### config.mk
export PLATFORM = sky130hd
export DESIGN_NAME = fir_decimator
export DESIGN_NICKNAME = d
export VERILOG_FILES = /design/src/rtl/fir_pkg.sv /design/src/rtl/fir_axis_fifo2.sv /design/src/rtl/fir_decimator.sv
export SDC_FILE = /design/constraint.sdc
export NUM_CORES = 1
export LEC_CHECK = 0
export CAP_MARGIN = 5
export CORE_ASPECT_RATIO = 1.75
export CORE_MARGIN = 5
export CORE_UTILIZATION = 40
export CTS_CLUSTER_SIZE = 14
export DETAILED_ROUTE_END_ITERATION = 7
export GPL_ROUTABILITY_DRIVEN = 1
export MAX_ROUTING_LAYER = met4
export PLACE_DENSITY_LB_ADDON = 0.15
export SYNTH_ARGS = -nofsm -noshare
export SYNTH_HDL_FRONTEND = slang
export SYNTH_SLANG_ARGS = --single-unit
### constraint.sdc
create_clock -name clk -period 3.9 [get_ports clk]
set_input_delay 0.39 -clock clk [delete_from_list [all_inputs] [get_ports clk]]
set_output_delay 0.39 -clock clk [all_outputs]
set_load 0.03 [all_outputs]
### src/rtl/fir_pkg.sv
// Shared types and constants for the FIR filter chain.
package fir_pkg;

    localparam int DEFAULT_DATA_WIDTH   = 16;
    localparam int DEFAULT_DECIM_FACTOR = 4;

    typedef logic signed [DEFAULT_DATA_WIDTH-1:0] sample_t;

    typedef struct packed {
        sample_t data;
        logic    last;
    } axis_beat_t;

    // A 1-state counter still needs one bit to exist.
    function automatic int phase_width(input int n);
        return (n > 1) ? $clog2(n) : 1;
    endfunction

endpackage

### src/rtl/fir_axis_fifo2.sv
// Two-entry AXI-Stream skid buffer; the full flag is decoded from the count register only.
module fir_axis_fifo2 #(
    parameter int DATA_WIDTH = 16
) (
    input  logic                         clk,
    input  logic                         reset,
    input  logic                         wr_en,
    input  logic signed [DATA_WIDTH-1:0] wr_data,
    input  logic                         wr_last,
    output logic                         full,
    output logic signed [DATA_WIDTH-1:0] m_axis_tdata,
    output logic                         m_axis_tvalid,
    input  logic                         m_axis_tready,
    output logic                         m_axis_tlast
);

    typedef struct packed {
        logic [DATA_WIDTH-1:0] data;
        logic                  last;
    } beat_t;

    beat_t      mem_reg [2];
    beat_t      wr_beat;
    logic       wr_ptr_reg;
    logic       rd_ptr_reg;
    logic [1:0] count_reg;
    logic [1:0] count_next;
    logic       pop;

    assign wr_beat       = '{data: wr_data, last: wr_last};
    assign pop           = m_axis_tvalid && m_axis_tready;
    assign m_axis_tvalid = (count_reg != 2'd0);
    assign full          = (count_reg == 2'd2);
    assign m_axis_tdata  = mem_reg[rd_ptr_reg].data;
    assign m_axis_tlast  = mem_reg[rd_ptr_reg].last;

    always_comb begin
        count_next = count_reg;
        if (wr_en && !pop) begin
            count_next = count_reg + 2'd1;
        end else if (!wr_en && pop) begin
            count_next = count_reg - 2'd1;
        end
    end

    always_ff @(posedge clk or posedge reset) begin
        if (reset) begin
            count_reg  <= 2'd0;
            wr_ptr_reg <= 1'b0;
            rd_ptr_reg <= 1'b0;
        end else begin
            count_reg <= count_next;
            if (wr_en) begin
                wr_ptr_reg <= ~wr_ptr_reg;
            end
            if (pop) begin
                rd_ptr_reg <= ~rd_ptr_reg;
            end
        end
    end

    // Entries are cleared on reset so the idle head presents zero data and tlast.
    genvar gi;
    generate
        for (gi = 0; gi < 2; gi++) begin : g_entry
            always_ff @(posedge clk or posedge reset) begin
                if (reset) begin
                    mem_reg[gi] <= '0;
                end else if (wr_en && (wr_ptr_reg == 1'(gi))) begin
                    mem_reg[gi] <= wr_beat;
                end
            end
        end
    endgenerate

endmodule

### src/rtl/fir_decimator.sv
// Keeps one accepted sample in every DECIM_FACTOR, restarting the phase at each
// frame end and always forwarding tlast samples, through a 2-entry output buffer.
module fir_decimator
    import fir_pkg::*;
#(
    parameter int  DATA_WIDTH   = DEFAULT_DATA_WIDTH,
    parameter int  DECIM_FACTOR = DEFAULT_DECIM_FACTOR,
    localparam int PHASE_WIDTH  = phase_width(DECIM_FACTOR)
) (
    input  logic                         clk,
    input  logic                         reset,
    input  logic signed [DATA_WIDTH-1:0] s_axis_dec_tdata,
    input  logic                         s_axis_dec_tvalid,
    output logic                         s_axis_dec_tready,
    input  logic                         s_axis_dec_tlast,
    output logic signed [DATA_WIDTH-1:0] m_axis_dec_tdata,
    output logic                         m_axis_dec_tvalid,
    input  logic                         m_axis_dec_tready,
    output logic                         m_axis_dec_tlast
);

    logic [PHASE_WIDTH-1:0] phase_reg;
    logic [PHASE_WIDTH-1:0] phase_next;
    logic                   run_reg;
    logic                   fifo_full;
    logic                   accept;
    logic                   keep;

    // Ready is registered-only so it never follows m_axis_dec_tready in the same cycle,
    // and stays low until the first edge after reset is released.
    assign s_axis_dec_tready = run_reg && !fifo_full;
    assign accept            = s_axis_dec_tvalid && s_axis_dec_tready;
    assign keep              = accept && ((phase_reg == '0) || s_axis_dec_tlast);

    always_comb begin
        phase_next = phase_reg;
        if (accept) begin
            if (s_axis_dec_tlast || (phase_reg == PHASE_WIDTH'(DECIM_FACTOR - 1))) begin
                phase_next = '0;
            end else begin
                phase_next = phase_reg + PHASE_WIDTH'(1);
            end
        end
    end

    always_ff @(posedge clk or posedge reset) begin
        if (reset) begin
            phase_reg <= '0;
            run_reg   <= 1'b0;
        end else begin
            phase_reg <= phase_next;
            run_reg   <= 1'b1;
        end
    end

    fir_axis_fifo2 #(
        .DATA_WIDTH(DATA_WIDTH)
    ) u_fifo (
        .clk          (clk),
        .reset        (reset),
        .wr_en        (keep),
        .wr_data      (s_axis_dec_tdata),
        .wr_last      (s_axis_dec_tlast),
        .full         (fifo_full),
        .m_axis_tdata (m_axis_dec_tdata),
        .m_axis_tvalid(m_axis_dec_tvalid),
        .m_axis_tready(m_axis_dec_tready),
        .m_axis_tlast (m_axis_dec_tlast)
    );

endmodule
==> results of run 1 <==
how the worst min path moves through the flow:
| stage | from | endpoint | slack [ns] | depth (start not counted) |
|---|---|---|---|---|
| global route | u_fifo.count_reg[1] | u_fifo.count_reg[1] | 0.51 | 1 |
| floorplan | u_fifo.count_reg[1] | u_fifo.count_reg[1] | 0.45 | 1 |
| finish | u_fifo.count_reg[1] | u_fifo.count_reg[1] | 0.51 | 1 |
| global placement | u_fifo.count_reg[1] | u_fifo.count_reg[1] | 0.47 | 1 |
| detailed placement | u_fifo.mem_reg[14] | u_fifo.mem_reg[14] | 0.49 | 1 |
| CTS | u_fifo.mem_reg[14] | u_fifo.mem_reg[14] | 0.51 | 1 |
per-stage QoR:
| stage | utilization (%) | instances | cell area [sq um] | power (mW) | hold WS (ns) |
|---|---|---|---|---|---|
| after floorplan | - | 124 | 1850 | 1.54 | 0.448 |
| after global placement | 51.7 | 213 | 2300 | 1.90 | 0.468 |
| after detailed placement | 51.7 | 213 | 2300 | 1.94 | 0.490 |
| after CTS | 54.8 | 221 | 2430 | 2.34 | 0.510 |
| after global routing | 54.8 | 221 | 2430 | 2.43 | 0.514 |
| final | 54.8 | 221 | 2430 | 2.31 | 0.506 |
metal layers:
metal	vias up	part of all wire, %
li1	516	-
met3	4	4.1
met2	26	56
met1	575	39
met5	-	0
met4	0	1.3
cells by family after synthesis:
logic type               share of synthesized area (%)
XOR/XNOR                                          2.36
adder cells (fa/ha/maj)                           2.02
buffers and inverters                             2.29
flip-flops                                        55.3
multiplexers                                      32.1
other                                            0.202
AND/OR/NAND/NOR                                   5.67
power groups by stage:
| stage | Sequential (mW) | Combinational, mW | Clock [mW] |
|---|---|---|---|
| after floorplan | 0.721 | 0.823 | 0 |
| after global placement | 0.779 | 1.12 | 0 |
| after detailed placement | 0.796 | 1.14 | 0 |
| after CTS | 0.789 | 1.15 | 0.406 |
| after global routing | 0.811 | 1.20 | 0.425 |
| final | 0.786 | 1.13 | 0.395 |
synth_stat cells:
master / count / area share [%]
ha_1: 3 / 2.0
buf_1: 1 / 0.20
and2b_2: 1 / 0.47
or2_2: 1 / 0.34
inv_1: 3 / 0.61
mux2i_1: 1 / 0.54
mux2_2: 52 / 32
nor3_1: 2 / 0.54
nor4_4: 1 / 1.1
xor2_1: 3 / 1.4
buf_2: 1 / 0.27
conb_1: 1 / 0.20
dfrtp_1: 41 / 55
nor4b_4: 1 / 1.3
buf_6: 2 / 1.2
nor2_1: 4 / 0.81
nand2_1: 3 / 0.61
nor2b_2: 1 / 0.47
xnor2_1: 2 / 0.94
final cells by class:
class	instances	area [sq um]
Timing Repair Buffer	42	413
Multi-Input combinational cell	76	786
Clock buffer	5	68.8
Sequential cell	41	1030
Inverter	3	11.3
Clock inverter	3	65.1
Tap cell	51	63.8
Fill cell	398	2010
critical path, cell delays in order (launching register included):
cell	delay [ns]
dfrtp_1	0.91
mux2_2	0.42
clkdlybuf4s50_1	0.60
==> impl_results.md, run 1 <==
- Status: finished clean
- CTS clk-pin slew, worst paths: 0.08 ns
- Row Count: 32
- Cell Area, Synth: 1850 sq um
- CP Class: flip-flop to primary output
- Combinational share of power: 48.8%
- Met1 usage: 13.2%
- Average routed wire per standard cell: 15.7 um
- Die X-Extent: 61.5 um
- Yosys reg bits: 41
- Final Max Tran Viols: 0
- Period utilisation layout: 66.8%
- Internal power: 1.49 mW
- Worst slew margin: between 40% and 50%
- Postcts setup bufs: 0
- Maximum clock frequency: approximately 0.38 GHz
- Initial DRC Count: 14
- Cell Pwr Density: 948 nW/um^2
- Final WL: between 3000 and 4000 um
- Detail Placement HPWL: 2470 um
- Routed vias/inst: 5.07
- Max Cap Viol: 0
- RSZ-0062 raised after global routing: no
- Clock buffer depth: 2
- Final Critical Period: 2.61 ns
- Reg2reg setup slack: 2.04 ns
- Skew final: 0.00685 ns
- Hold buffers post-CTS: 0
- Met2 Usage GRT: between 20% and 30%
- Gr busiest metal: met2
- Min-delay worst type: flip-flop to flip-flop
- Placeable Area: about 4400 sq um
- Largest register FFs: 34
- Endpoints failing setup: 0
- Setup ws final: 1.29 ns
- First-pass GRT wire length: roughly 5700 um
- Most common cell after layout, fill and taps aside: mux2_2
- Layout cells sized above 1: 40.0%
- Clock root cell: clkbuf_8
- Vias in the first global route: 1301
- Worst EP arrival: 2.22 ns
- # nets final: 193
- Synth cell types: 19
- Port bufs: 39
- Gr usage total: 12.7%
- Power share of the sequential group: around a third
- Reg2reg end: u_fifo.count_reg[1]
- CP endpoint: m_axis_dec_tlast
- Initial Utilization: between 40% and 50%
- H-tree level count: 2
- Cells on worst reg2reg path: 7
- Crit. Startpoint: u_fifo.rd_ptr_reg
- Sw power: 820 uW
- Syn nets: 148
- Initial antenna violation count: 0
- Die ar.: 6150 sq um
- Diodes inserted: 0
- R2r startpoint: phase_reg[0]
- Synth Instances: 124
- Pin count of the biggest net entering global routing: 22
- P_leak: 1.03 nW
- Setup TNS: 0 ns
- Switching Fraction: 35.5%
- Actual slew at the worst max-slew pin: around 0.86 ns
- CTS Buf Count: 5
- Maximum VDD drop: 0.670 mV
- Met3 usage: 2.32%
- Clk sinks: 41
- Die Y: 100 um
- Post-CTS Resized: 0
- Clock share of power: 17.1%
- Warnings, synthesis: 0
- Final Hold Vio Count: 0
- Drt drc: 0
- CTS tree: yes
- Place WS: 1.60 ns
- Startpoint types: flip-flop
- Most frequent cells in the layout: mux2_2, dfrtp_1, clkdlybuf4s50_1
- Synth-to-layout area growth: 31.2%
- DR pass1 iterations: 2
- Vias after detailed routing: 1121
- CP Max Fanout: 18
- Antenna viol nets, final: 0
- Routability cong.: 0.658
- Avg Cell Area, Syn: between 10 and 15 sq um
- Clock latency on the worst-skew pair: around 0.28 ns
- Worst Setup End Kind: primary output
- Number of I/O pins: 40
- Seq/Total Area, Yosys: 55.3%
- Worst EP required: 3.51 ns
- GRT overflow: 0
No activity file was read; power rests on OpenSTA's default activity.
==> run 2: changes to the inputs <==
Clock period 3.9 ns to 2.2 ns, I/O delays scaled along.
==> impl_results.md, run 2 (synthesized netlist as in run 1, its figures left out) <==
- Clk sinks: 41
- Period utilisation layout: between 90 and 100%
- Clock buffer depth: 2
- Layout cells sized above 1: between 40% and 50%
- DR pass1 iterations: 2
- Routability cong.: 0.668
- Detail Placement HPWL: 2510 um
- P_leak: 1.04 nW
- Most common cell after layout, fill and taps aside: mux2_2
- First-pass GRT wire length: 6180 um
- Final Max Tran Viols: 0
- GRT overflow: 0
- Reg2reg setup slack: 0.35 ns
- Startpoint types: flip-flop
- Port bufs: 39
- Reg2reg end: u_fifo.count_reg[1]
- Register area: 1030 sq um
- Final Critical Period: about 2.1 ns
- Die ar.: 6150 sq um
- R2r startpoint: phase_reg[0]
- Setup TNS: 0 ns
- Clock latency on the worst-skew pair: 0.29 ns
- Worst Setup End Kind: primary output
- Worst EP arrival: 1.89 ns
- Final Hold Vio Count: 0
- Drt drc: 0
- Most frequent cells in the layout: mux2_2, dfrtp_1, clkdlybuf4s50_1
- Hold Slack: between 0.3 and 0.4 ns
- CTS Buf Count: 5
- CP peak stage delay: 0.59 ns
- Max Cap Viol: 0
- # nets final: 196
- RSZ-0062 raised after global routing: no
- Fin area: 2460 sq um
- Actual slew at the worst max-slew pin: approximately 0.52 ns
- Vias in the first global route: 1329
- H-tree level count: 2
- Crit-path slowest cell: clkdlybuf4s50_1
- Finished Core Util: between 50% and 60%
- CTS tree: yes
- Skew final: around 0.0054 ns
- Placed Instance Area: 2330 sq um
- Die X-Extent: between 60 and 70 um
- Crit. Startpoint: u_fifo.rd_ptr_reg
- Maximum clock frequency: 0.475 GHz
- Antenna viol nets, final: 0
- Endpoints failing setup: 0
- Cell Pwr Density: 1660 nW/um^2
- Routed vias/inst: 5.10
- Worst slew margin: roughly two thirds
- Initial DRC Count: 17
- Average routed wire per standard cell: 16.0 um
- Largest register FFs: 34
- Fillcell total: 401
- Placeable Area: 4440 sq um
- Status: finished clean
- Initial antenna violation count: 0
- CP Class: flip-flop to primary output
- Postcts setup bufs: 0
- CP endpoint: m_axis_dec_tdata[1]
- Vias after detailed routing: between 1000 and 1500
- Gr usage total: 13.9%
- Diodes inserted: 0
- Initial Utilization: between 40% and 50%
- Number of I/O pins: 40
- Clock root cell: clkbuf_8
- Area taken by multi-input logic gates: 791 sq um
- Cells on worst reg2reg path: 8
- CP Max Fanout: 15
- Die Y: roughly 100 um
- CTS clk-pin slew, worst paths: about 0.08 ns
- Worst EP required: 1.98 ns
- Critical path, cell by cell: buf_12 -> mux2_2 -> clkdlybuf4s50_1
- Pin count of the biggest net entering global routing: 42
- Min-delay worst type: primary input to async pin
- Post-CTS Resized: 0
- Row Count: 32
- Maximum VDD drop: roughly 0.93 mV
- Hold buffers post-CTS: 0
- Synth-to-layout area growth: 32.5%
- Final WL: 3570 um
## run 2: stage by stage
step                      worst slack, ns  instances  power, mW
after detailed placement            0.234        216       3.49
after global routing               0.0255        224       4.33
after CTS                          0.0499        224       4.14
after global placement              0.314        216       3.42
final                              0.0941        224       4.07
after floorplan                     0.465        124       2.74
## run 2: cell type report
| cell class | instances | share of cell area (%) |
|---|---|---|
| inverter | 3 | 0.458 |
| clock inverter | 1 | 1.22 |
| clock buffer | 7 | 3.52 |
| timing repair buffer | 45 | 18.2 |
| multi-input combinational | 76 | 32.2 |
| sequential | 41 | 41.8 |
| tap | 51 | 2.60 |
## run 2: power breakdown
part           internal (mW)  switching [mW]
clock                  0.370           0.248
combinational           1.11           0.997
sequential              1.13           0.223
## run 2: worst max-delay path: cells and delay by family (launching register included)
family / cells / cell delay, ns
buffers and inverters: 2 / 0.78
DFF: 1 / 0.46
muxes: 1 / 0.35
## run 2: metal layers
layer | vias up | part of all wire [%] | track usage [%]
met5 | - | 0 | -
met1 | 584 | 41 | 16.8
met2 | 28 | 52 | 21.8
li1 | 524 | - | -
met3 | 7 | 4.8 | 3.09
met4 | 0 | 2.0 | 5.88
## run 2: how the worst min path moves through the flow
stage | from | endpoint | cells past startpoint | slack, ns
after detailed placement | u_fifo.count_reg[1] | u_fifo.count_reg[1] | 1 | 0.48
final | reset | u_fifo.mem_reg[15] | 3 | 0.37
after floorplan | s_axis_dec_tlast | u_fifo.mem_reg[0] | 1 | 0.37
after global routing | reset | u_fifo.mem_reg[6] | 3 | 0.45
after CTS | reset | u_fifo.mem_reg[21] | 3 | 0.38
after global placement | u_fifo.count_reg[1] | u_fifo.count_reg[1] | 1 | 0.47
